==> config.mk <==
export PLATFORM = sky130hd
export DESIGN_NAME = mc_control_fsm_flat
export DESIGN_NICKNAME = d
export VERILOG_FILES = /design/src/rtl/mc_ctrl_pkg.sv /design/src/rtl/mc_control_fsm_if.sv /design/src/rtl/mc_alu_decoder.sv /design/src/rtl/mc_control_fsm.sv /design/src/flat_wrapper.sv
export SDC_FILE = /design/constraint.sdc
export NUM_CORES = 1
export LEC_CHECK = 0
export BUFFER_PORTS_ARGS = -buffer_cell sky130_fd_sc_hd__buf_2
export CORE_AREA = 4 4 41 43
export DETAILED_ROUTE_END_ITERATION = 8
export DIE_AREA = 0 0 45 47
export HOLD_SLACK_MARGIN = 0.03
export PLACE_DENSITY_LB_ADDON = 0.3
export SYNTH_ARGS = -nofsm -noshare
export SYNTH_HDL_FRONTEND = slang
export SYNTH_SLANG_ARGS = --single-unit
==> constraint.sdc <==
create_clock -name clk -period 2.4 [get_ports clk]
set_input_delay 0.12 -clock clk [delete_from_list [all_inputs] [get_ports clk]]
set_output_delay 0.12 -clock clk [all_outputs]
set_load 0.1 [all_outputs]
==> src/rtl/mc_ctrl_pkg.sv <==
// rtl/mc_ctrl_pkg.sv - shared encodings for the multi-cycle RV32I control sequencer
// Contents: state enum, opcode constants, ALUOp / ResultSrc / ALUSrcA / ALUSrcB /
// ImmSrc / ALUControl encodings and the opcode -> ImmSrc helper.
package mc_ctrl_pkg;

  typedef enum logic [3:0] {
    S_FETCH    = 4'd0,
    S_DECODE   = 4'd1,
    S_MEMADR   = 4'd2,
    S_MEMREAD  = 4'd3,
    S_MEMWB    = 4'd4,
    S_MEMWRITE = 4'd5,
    S_EXECR    = 4'd6,
    S_EXECI    = 4'd7,
    S_ALUWB    = 4'd8,
    S_BRANCH   = 4'd9,
    S_JAL      = 4'd10
  } state_t;

  localparam logic [6:0] OP_LW  = 7'b0000011;
  localparam logic [6:0] OP_SW  = 7'b0100011;
  localparam logic [6:0] OP_R   = 7'b0110011;
  localparam logic [6:0] OP_I   = 7'b0010011;
  localparam logic [6:0] OP_BEQ = 7'b1100011;
  localparam logic [6:0] OP_JAL = 7'b1101111;

  localparam logic [1:0] ALUOP_ADD   = 2'b00;
  localparam logic [1:0] ALUOP_SUB   = 2'b01;
  localparam logic [1:0] ALUOP_FUNCT = 2'b10;

  localparam logic [1:0] RES_ALUOUT    = 2'b00;
  localparam logic [1:0] RES_DATA      = 2'b01;
  localparam logic [1:0] RES_ALURESULT = 2'b10;

  localparam logic [1:0] SRCA_PC    = 2'b00;
  localparam logic [1:0] SRCA_OLDPC = 2'b01;
  localparam logic [1:0] SRCA_RD1   = 2'b10;

  localparam logic [1:0] SRCB_RD2  = 2'b00;
  localparam logic [1:0] SRCB_IMM  = 2'b01;
  localparam logic [1:0] SRCB_FOUR = 2'b10;

  localparam logic [1:0] IMM_I = 2'b00;
  localparam logic [1:0] IMM_S = 2'b01;
  localparam logic [1:0] IMM_B = 2'b10;
  localparam logic [1:0] IMM_J = 2'b11;

  localparam logic [2:0] ALUC_ADD = 3'b000;
  localparam logic [2:0] ALUC_SUB = 3'b001;
  localparam logic [2:0] ALUC_AND = 3'b010;
  localparam logic [2:0] ALUC_OR  = 3'b011;
  localparam logic [2:0] ALUC_SLT = 3'b101;

  function automatic logic [1:0] imm_src_of(input logic [6:0] op);
    case (op)
      OP_SW:   return IMM_S;
      OP_BEQ:  return IMM_B;
      OP_JAL:  return IMM_J;
      default: return IMM_I;
    endcase
  endfunction

endpackage

==> src/rtl/mc_control_fsm_if.sv <==
// rtl/mc_control_fsm_if.sv - instruction-field inputs and datapath control outputs of the sequencer
// Signals: op, funct3, funct7b5, zero (from datapath); PCWrite, AdrSrc, MemWrite, IRWrite,
// RegWrite, ResultSrc, ALUSrcA, ALUSrcB, ImmSrc, ALUControl (to datapath).
// Modports: master = control unit side, slave = datapath side.
interface mc_control_fsm_if #(
  parameter int ALUCTRL_W = 3
);
  logic [6:0]           op;
  logic [2:0]           funct3;
  logic                 funct7b5;
  logic                 zero;
  logic                 PCWrite;
  logic                 AdrSrc;
  logic                 MemWrite;
  logic                 IRWrite;
  logic                 RegWrite;
  logic [1:0]           ResultSrc;
  logic [1:0]           ALUSrcA;
  logic [1:0]           ALUSrcB;
  logic [1:0]           ImmSrc;
  logic [ALUCTRL_W-1:0] ALUControl;

  modport master (
    input  op, funct3, funct7b5, zero,
    output PCWrite, AdrSrc, MemWrite, IRWrite, RegWrite,
    output ResultSrc, ALUSrcA, ALUSrcB, ImmSrc, ALUControl
  );

  modport slave (
    output op, funct3, funct7b5, zero,
    input  PCWrite, AdrSrc, MemWrite, IRWrite, RegWrite,
    input  ResultSrc, ALUSrcA, ALUSrcB, ImmSrc, ALUControl
  );
endinterface

==> src/rtl/mc_alu_decoder.sv <==
// rtl/mc_alu_decoder.sv - combinational ALUOp/funct3/op5/funct7b5 -> ALUControl decoder
// Ports: alu_op (in, 2), funct3 (in, 3), op5 (in, 1), funct7b5 (in, 1), alu_control (out, ALUCTRL_W).
module mc_alu_decoder
  import mc_ctrl_pkg::*;
#(
  parameter int ALUCTRL_W = 3
) (
  input  logic [1:0]           alu_op,
  input  logic [2:0]           funct3,
  input  logic                 op5,
  input  logic                 funct7b5,
  output logic [ALUCTRL_W-1:0] alu_control
);

  logic [2:0] ctl;

  always_comb begin
    ctl = ALUC_ADD;
    case (alu_op)
      ALUOP_SUB:   ctl = ALUC_SUB;
      ALUOP_FUNCT: begin
        case (funct3)
          // op5 separates R-type from I-type: addi with Instr[30]=1 must still add.
          3'b000:  ctl = (op5 & funct7b5) ? ALUC_SUB : ALUC_ADD;
          3'b010:  ctl = ALUC_SLT;
          3'b110:  ctl = ALUC_OR;
          3'b111:  ctl = ALUC_AND;
          default: ctl = ALUC_ADD;
        endcase
      end
      default:     ctl = ALUC_ADD;
    endcase
    alu_control = ALUCTRL_W'(ctl);
  end

endmodule

==> src/rtl/mc_control_fsm.sv <==
// rtl/mc_control_fsm.sv - Moore main sequencer for the multi-cycle RV32I core
// Ports: clk (in), reset (in, async active-high), bus (mc_control_fsm_if.master: instruction
// fields and zero in, datapath selects and write enables out).
// Build option: MC_CTRL_BNE_EN adds bne (funct3 001) to the branch state.
module mc_control_fsm
  import mc_ctrl_pkg::*;
#(
  parameter int ALUCTRL_W = 3,
  parameter int STATE_W   = 4
) (
  input  logic                  clk,
  input  logic                  reset,
  mc_control_fsm_if.master      bus
);

  logic [STATE_W-1:0] state_q;
  state_t             state;
  state_t             state_next;

  logic [1:0] alu_op;
  logic       adr_src;
  logic       ir_write;
  logic       mem_write;
  logic       reg_write;
  logic       pc_update;
  logic       branch;
  logic       branch_cond;
  logic [1:0] result_src;
  logic [1:0] src_a;
  logic [1:0] src_b;

  // Only the low four bits carry the enum; wider registers keep upper bits at zero.
  assign state = state_t'(state_q[3:0]);

  always_ff @(posedge clk or posedge reset) begin
    if (reset) state_q <= STATE_W'(S_FETCH);
    else       state_q <= STATE_W'(state_next);
  end

  always_comb begin
    state_next = S_FETCH;
    alu_op     = ALUOP_ADD;
    adr_src    = 1'b0;
    ir_write   = 1'b0;
    mem_write  = 1'b0;
    reg_write  = 1'b0;
    pc_update  = 1'b0;
    branch     = 1'b0;
    result_src = RES_ALUOUT;
    src_a      = SRCA_PC;
    src_b      = SRCB_RD2;
    case (state)
      S_FETCH: begin
        ir_write   = 1'b1;
        src_b      = SRCB_FOUR;
        result_src = RES_ALURESULT;
        pc_update  = 1'b1;
        state_next = S_DECODE;
      end
      S_DECODE: begin
        // Branch target is computed here and parked in ALUOut.
        src_a = SRCA_OLDPC;
        src_b = SRCB_IMM;
        case (bus.op)
          OP_LW, OP_SW: state_next = S_MEMADR;
          OP_R:         state_next = S_EXECR;
          OP_I:         state_next = S_EXECI;
`ifdef MC_CTRL_BNE_EN
          OP_BEQ:       state_next = (bus.funct3[2:1] == 2'b00) ? S_BRANCH : S_FETCH;
`else
          OP_BEQ:       state_next = S_BRANCH;
`endif
          OP_JAL:       state_next = S_JAL;
          default:      state_next = S_FETCH;
        endcase
      end
      S_MEMADR: begin
        src_a      = SRCA_RD1;
        src_b      = SRCB_IMM;
        // Only lw and sw reach here; op[5] tells them apart.
        state_next = bus.op[5] ? S_MEMWRITE : S_MEMREAD;
      end
      S_MEMREAD: begin
        adr_src    = 1'b1;
        state_next = S_MEMWB;
      end
      S_MEMWB: begin
        result_src = RES_DATA;
        reg_write  = 1'b1;
      end
      S_MEMWRITE: begin
        adr_src   = 1'b1;
        mem_write = 1'b1;
      end
      S_EXECR: begin
        src_a      = SRCA_RD1;
        src_b      = SRCB_RD2;
        alu_op     = ALUOP_FUNCT;
        state_next = S_ALUWB;
      end
      S_EXECI: begin
        src_a      = SRCA_RD1;
        src_b      = SRCB_IMM;
        alu_op     = ALUOP_FUNCT;
        state_next = S_ALUWB;
      end
      S_ALUWB: begin
        reg_write = 1'b1;
      end
      S_BRANCH: begin
        src_a  = SRCA_RD1;
        src_b  = SRCB_RD2;
        alu_op = ALUOP_SUB;
        branch = 1'b1;
      end
      S_JAL: begin
        // PC takes the target held in ALUOut; ALU forms OldPC+4 for the link write.
        src_a      = SRCA_OLDPC;
        src_b      = SRCB_FOUR;
        pc_update  = 1'b1;
        state_next = S_ALUWB;
      end
      default: state_next = S_FETCH;
    endcase
  end

`ifdef MC_CTRL_BNE_EN
  assign branch_cond = bus.zero ^ bus.funct3[0];
`else
  assign branch_cond = bus.zero;
`endif

  // Write enables are masked while reset is held so FETCH selects can show without side effects.
  assign bus.PCWrite   = ~reset & (pc_update | (branch & branch_cond));
  assign bus.IRWrite   = ~reset & ir_write;
  assign bus.MemWrite  = ~reset & mem_write;
  assign bus.RegWrite  = ~reset & reg_write;
  assign bus.AdrSrc    = adr_src;
  assign bus.ResultSrc = result_src;
  assign bus.ALUSrcA   = src_a;
  assign bus.ALUSrcB   = src_b;
  assign bus.ImmSrc    = imm_src_of(bus.op);

  mc_alu_decoder #(
    .ALUCTRL_W (ALUCTRL_W)
  ) u_alu_decoder (
    .alu_op      (alu_op),
    .funct3      (bus.funct3),
    .op5         (bus.op[5]),
    .funct7b5    (bus.funct7b5),
    .alu_control (bus.ALUControl)
  );

endmodule

==> src/flat_wrapper.sv <==
// flat-port wrapper written by rule: the top's interface ports become plain ports
module mc_control_fsm_flat import mc_ctrl_pkg::*;
#(
  parameter int ALUCTRL_W = 3,
  parameter int STATE_W   = 4
)
  (clk, reset, bus_op, bus_funct3, bus_funct7b5, bus_zero, bus_PCWrite, bus_AdrSrc, bus_MemWrite, bus_IRWrite, bus_RegWrite, bus_ResultSrc, bus_ALUSrcA, bus_ALUSrcB, bus_ImmSrc, bus_ALUControl);
  mc_control_fsm_if #(.ALUCTRL_W(ALUCTRL_W)) bus_i ();
  input  logic clk;
  input  logic reset;
  input wire logic [$bits(bus_i.op)-1:0] bus_op;
  input wire logic [$bits(bus_i.funct3)-1:0] bus_funct3;
  input wire logic [$bits(bus_i.funct7b5)-1:0] bus_funct7b5;
  input wire logic [$bits(bus_i.zero)-1:0] bus_zero;
  output wire logic [$bits(bus_i.PCWrite)-1:0] bus_PCWrite;
  output wire logic [$bits(bus_i.AdrSrc)-1:0] bus_AdrSrc;
  output wire logic [$bits(bus_i.MemWrite)-1:0] bus_MemWrite;
  output wire logic [$bits(bus_i.IRWrite)-1:0] bus_IRWrite;
  output wire logic [$bits(bus_i.RegWrite)-1:0] bus_RegWrite;
  output wire logic [$bits(bus_i.ResultSrc)-1:0] bus_ResultSrc;
  output wire logic [$bits(bus_i.ALUSrcA)-1:0] bus_ALUSrcA;
  output wire logic [$bits(bus_i.ALUSrcB)-1:0] bus_ALUSrcB;
  output wire logic [$bits(bus_i.ImmSrc)-1:0] bus_ImmSrc;
  output wire logic [$bits(bus_i.ALUControl)-1:0] bus_ALUControl;
  assign bus_i.op = bus_op;
  assign bus_i.funct3 = bus_funct3;
  assign bus_i.funct7b5 = bus_funct7b5;
  assign bus_i.zero = bus_zero;
  assign bus_PCWrite = bus_i.PCWrite;
  assign bus_AdrSrc = bus_i.AdrSrc;
  assign bus_MemWrite = bus_i.MemWrite;
  assign bus_IRWrite = bus_i.IRWrite;
  assign bus_RegWrite = bus_i.RegWrite;
  assign bus_ResultSrc = bus_i.ResultSrc;
  assign bus_ALUSrcA = bus_i.ALUSrcA;
  assign bus_ALUSrcB = bus_i.ALUSrcB;
  assign bus_ImmSrc = bus_i.ImmSrc;
  assign bus_ALUControl = bus_i.ALUControl;
  mc_control_fsm #(.ALUCTRL_W(ALUCTRL_W), .STATE_W(STATE_W)) u_core (.clk(clk), .reset(reset), .bus(bus_i));
endmodule
# Yosys cells after proc, flatten, opt, wreduce, memory -nomap -nowiden

Index checks and enable logic that the tools add are counted.

Equality and inequality tests: 21
Mux-type cells: 17
Bitwise operators: 8
Reduce and logical (&&, ||, !) cells: 11

Operators by type and width:

| cell                                                 | number |
|---|---|
| one-hot mux 4 bit (5 select lines)                   | 2 |
| equality test 4 x 3 -> 1 bit (second input constant) | 4 |
| one-hot mux 2 bit (2 select lines)                   | 4 |
| equality test 7 x 6 -> 1 bit (second input constant) | 2 |
| equality test 7 bit (second input constant)          | 2 |
| equality test 4 bit (second input constant)          | 3 |
| one-hot mux 3 bit (4 select lines)                   | 1 |
| OR reduction 2 bit                                   | 6 |
| equality test 4 x 2 -> 1 bit (second input constant) | 2 |
| equality test 7 x 2 -> 1 bit (second input constant) | 1 |
| equality test 7 x 5 -> 1 bit (second input constant) | 1 |
| 2-to-1 mux 1 bit                                     | 7 |
| bitwise AND 1 bit                                    | 6 |
| equality test 3 bit (second input constant)          | 2 |
| one-hot mux 2 bit (3 select lines)                   | 1 |
| one-hot mux 3 bit (2 select lines)                   | 1 |
| OR reduction 3 bit                                   | 2 |
| equality test 4 x 1 -> 1 bit (second input constant) | 1 |
| zero test 4 bit                                      | 1 |
| OR reduction 4 bit                                   | 1 |
| equality test 3 x 2 -> 1 bit (second input constant) | 1 |
| zero test 3 bit                                      | 1 |
| 2-to-1 mux 3 bit                                     | 1 |
| equality test 2 x 1 -> 1 bit (second input constant) | 1 |
| other kinds (3)                                      | 3 |

Flip-flop bits (word level): 4
Input port bits: 14
Output and inout bits: 16
Word-level logic and storage cells: 58

# Logic depth before layout (Yosys ltp)

Word-level depth: 5
Mapped depth: 7
Mapped depth without buffers: 6

# Cells and area by module

A second synthesis with hierarchy kept.

Cell total of the unflattened synthesis: 69
Area, all modules: 588.1 µm²

Modules (own cells, without submodules):

| module         | times used | cells each | area each (µm²) | sequential area each (µm²) |
|---|---|---|---|---|
| mc_control_fsm | 1          | 58         | 491.7           | 100.1 |
| mc_alu_decoder | 1          | 11         | 96.3            | 0.0 |

# Worst setup path before layout

OpenSTA, ideal clock, no wires.

Kind: register to output
Start: reg u_core.state_q[1] (netlist: u_core.state[1])
End: out bus_ALUControl[2]
Data arrival time: 4.077 ns
Data required time: 2.280 ns
Path slack: -1.797 ns
Stages on the path, launching flop included: 7
Path buffers: 2
Cells stage by stage: dfrtp_1 > buf_4 > clkbuf_1 > and2_1 > inv_1 > ha_1 > nor4_1

Longest elaborated chain between the ends: 5
Elaborated cells between the ends (all ways): 8
Those cells by class: eq/ne (5); mux (2); reduce/logical (1)

RTL lines:

| what                                                                | line                 | source |
|---|---|---|
| start: declaration                                                  | mc_control_fsm.sv:16 | `logic [STATE_W-1:0] state_q;` |
| start signal: assignment                                            | mc_control_fsm.sv:36 | `if (reset) state_q <= STATE_W'(S_FETCH);` |
| start signal: assignment                                            | mc_control_fsm.sv:37 | `else state_q <= STATE_W'(state_next);` |
| equality test 4 x 3 -> 1 bit                                        | mc_control_fsm.sv:52 | `case (state)` |
| OR reduction 2 bit (no line)                                        | -                    |  |
| one-hot mux 2 bit (2 select lines) *                                | mc_control_fsm.sv:52 |  |
| equality test 2 bit or equality test 2 x 1 -> 1 bit (tied branches) | mc_alu_decoder.sv:19 | `case (alu_op)` |
| one-hot mux 3 bit (2 select lines) *                                | mc_alu_decoder.sv:19 |  |
| end: declaration                                                    | flat_wrapper.sv:24   | `output wire logic [$bits(bus_i.ALUControl)-1:0] bus_ALUControl;` |

Mark *: on every way between the ends. The rest lies on a longest branch, timed or not.

# Worst setup path after layout

Start: reg u_core.state_q[2] (netlist: u_core.state[2])
End: out bus_ALUControl[2]

The elaborated chain is that of the path after synthesis.

==> impl_metrics.env <==
export IMPL_combinationalPowerShare_pct=77.6
export IMPL_p_leak_nw=0.385
export IMPL_start_kind="flip-flop"
export IMPL_largest_reg_flops=4
export IMPL_worstPathCellList="nor2b_1 > nand3b_1 > inv_1 > ha_1 > nor4_4 > buf_12"
export IMPL_synth_top_area_share_pct=18.0
export IMPL_stdcell_count=116
export IMPL_tns_ns=0
export IMPL_arrival_ns=2.05
export IMPL_powerDensity_nw_per_um2=1000
export IMPL_crit_path_max_fanout=10
export IMPL_finalSetupViolations=0
export IMPL_r2r_cells=4
export IMPL_ys_seq_area_share_pct=18.0
export IMPL_path_delay_family="simple AND/OR/NAND/NOR gates"
export IMPL_hpwl_um=1130
export IMPL_clock_path_buffers=2
export IMPL_clock_sinks=4
export IMPL_pre_cts_slack_ns=0.480
export IMPL_cts_clk_slew_worst_paths_ns=0.04
export IMPL_synthCells=72
export IMPL_final_net_count=119
export IMPL_row_count=13
export IMPL_p_int_w=0.000279
export IMPL_ys_warn_count=0
export IMPL_drtIter0Drc=4
export IMPL_cp_required_ns=2.28
export IMPL_fin_crit_ns=2.17
export IMPL_htree_levels=1
export IMPL_worstMarginPinSlew_ns=0.489
export IMPL_drive_gt1_share_pct=48.5
export IMPL_cap_violations=0
export IMPL_seqPwrFrac_pct=12.6
export IMPL_hold_slack_ns=0.236
export IMPL_slew_viol_final=0
export IMPL_path_depth=6
export IMPL_tritoncts="yes"
export IMPL_die_area_um2=2120
export IMPL_fp_dieW_um=45
export IMPL_fin_skew_ns=0.00176
export IMPL_area_growth_pct=50.0
export IMPL_hp_class="primary input to flip-flop"
export IMPL_viasPerCell=5.33
export IMPL_grt_ovfl_total=0
export IMPL_hold_viol_final=0
export IMPL_initial_core_util_pct=42.7
export IMPL_core_um2=1300
export IMPL_outcome="finished, final reports clean"
export IMPL_clk_latency_ns=0.23
export IMPL_r2r_end="u_core.state[2]"
export IMPL_setup_worst_path_end_class="output port"
export IMPL_cp_slowest_cell="dfrtp_1"
export IMPL_fin_crit_sh_pct=90.5
export IMPL_ir_drop_mv=0.753
export IMPL_n_antenna_cell=0
export IMPL_synth_area_leaders="dfrtp_1, nand3b_1, xnor2_1, ha_1, nor3_1"
export IMPL_crit_path_max_incr_delay_ns=0.51
export IMPL_sw_frac_of_total_pct=66.6
export IMPL_grt_max_degree=13
export IMPL_p_clk_share_pct=9.8
export IMPL_synth_seq_cells=4
export IMPL_dr_pass1_iters=5
export IMPL_grt_pass1_vias=583
export IMPL_cts_repair_resized=0
export IMPL_grt_use_total_pct=14.9
export IMPL_yosysTopAreaCell="dfrtp_1"
export IMPL_cp_num_buf_inv=2
export IMPL_ys_types=36
export IMPL_die_height_um=47
export IMPL_syn_avg_cell_area_um2=7.72
export IMPL_ant_nets=0
export IMPL_setup_worst_path_start="u_core.state[2]"
export IMPL_ios=30
export IMPL_syn_num_nets=88
export IMPL_routed_wl_um=1390
export IMPL_num_vias=618
export IMPL_place_inst=112
export IMPL_fin_ws_ns=0.229
export IMPL_maxSlewHeadroom_pct=67.7
export IMPL_r2r_setup_slack_ns=1.02
export IMPL_grt_setup_unrepaired="no"
export IMPL_gp_congestion=0.727
export IMPL_numCtsBuffers=3
export IMPL_endpoint="bus_ALUControl[2]"
export IMPL_wire_per_inst_um=12.0
export IMPL_timing_rr_start="u_core.state[0]"
export IMPL_cts_root_buf="clkbuf_4"
export IMPL_syn_area_um2=556
export IMPL_fmax_ghz=0.461
export IMPL_drc=0
export IMPL_switchingPower_w=0.000556
export IMPL_grt_antenna_before_repair=0
export IMPL_io_buffers=29
export IMPL_grt_pass1_wl_um=2330
export IMPL_path_class="flip-flop to output port"
==> logic make-up after synthesis <==
kind of cell / after synthesis / share of synthesized area [%]
AND/OR/NAND/NOR: 36 / 40.5
buffers and inverters: 10 / 9.91
XOR/XNOR: 5 / 7.88
AO/OA/AOI/OAI: 14 / 17.3
multiplexers: 1 / 1.80
adder cells (fa/ha/maj): 2 / 4.50
flip-flops: 4 / 18.0
==> timing repair <==
| item | in CTS | in global routing |
|---|---|---|
| endpoints found under the hold margin | 4 | 0 |
| hold buffers | 1 | 0 |
| setup buffers | 0 | 0 |
| endpoints found under the setup margin | 0 | 0 |
==> cell type report <==
class,count,area [um^2]
Clock buffer,3,22.5
Inverter,4,15.0
Tap cell,15,18.8
Fill cell,123,468
Sequential cell,4,100
Timing Repair Buffer,32,200
Multi-Input combinational cell,58,477
==> layer usage <==
layer	share of wire, %	up-vias	track usage [%]
met3	6.8	0	2.30
met4	0	0	8.77
li1	-	316	-
met2	52	19	28.8
met5	0	-	0
met1	41	283	15.0
==> worst min path at each step <==
stage,slack (ns),startpoint,cells after the start,end
floorplan,-0.11,reset,1,u_core.state[0]
global placement,0.08,reset,2,u_core.state[0]
detailed placement,0.08,reset,2,u_core.state[2]
CTS,0.23,bus_op[4],4,u_core.state[2]
global route,0.26,bus_op[4],4,u_core.state[2]
finish,0.24,bus_op[4],4,u_core.state[2]
==> stage by stage <==
step	instance area (um^2)	utilization [%]	power, W
after floorplan	632	-	0.000676
after global placement	801	61.5	0.000746
after detailed placement	801	61.5	0.000756
after CTS	833	64.0	0.000842
after global routing	833	64.0	0.000867
final	833	64.0	0.000835
==> power by group through the flow <==
stage	Combinational, W	Sequential [W]	Clock, W
after floorplan	0.000580	0.0000957	0
after global placement	0.000641	0.000105	0
after detailed placement	0.000650	0.000106	0
after CTS	0.000652	0.000105	0.0000857
after global routing	0.000675	0.000108	0.0000849
final	0.000648	0.000105	0.0000819
==> Yosys cell counts, drive strengths merged <==
master	count
and2	2
xnor2	3
inv	4
and3	1
o32ai	1
nand2b	3
a22o	2
o21ai	3
nor2b	3
a21o	1
clkbuf	2
nand3	1
nor2	3
nor3	5
nand2	2
a21oi	5
a2111o	1
o21a	1
nor4	3
and3b	1
dfrtp	4
or3b	2
buf	4
xor2	2
nor3b	2
nand4b	1
or2	1
or4	1
nand3b	4
mux2i	1
or3	1
ha	2
==> tightest hold or removal path: cells and delay by family <==
| kind | cells | cell delay (ns) |
|---|---|---|
| AND/OR/NAND/NOR | 2 | 0.13 |
| AO/OA/AOI/OAI | 1 | 0.05 |
| buffers and inverters | 1 | 0.11 |
==> layout by cell type, fill, tap and decap left out, types with 3 or more instances in the layout <==
| cell | n |
|---|---|
| nor2_1 | 3 |
| buf_2 | 27 |
| nand2b_1 | 3 |
| inv_1 | 4 |
| a21oi_2 | 3 |
| nor2b_1 | 3 |
| clkbuf_4 | 3 |
| xnor2_1 | 3 |
| nand3b_1 | 4 |
| dfrtp_1 | 4 |
Power figures use the tool's default switching activity.
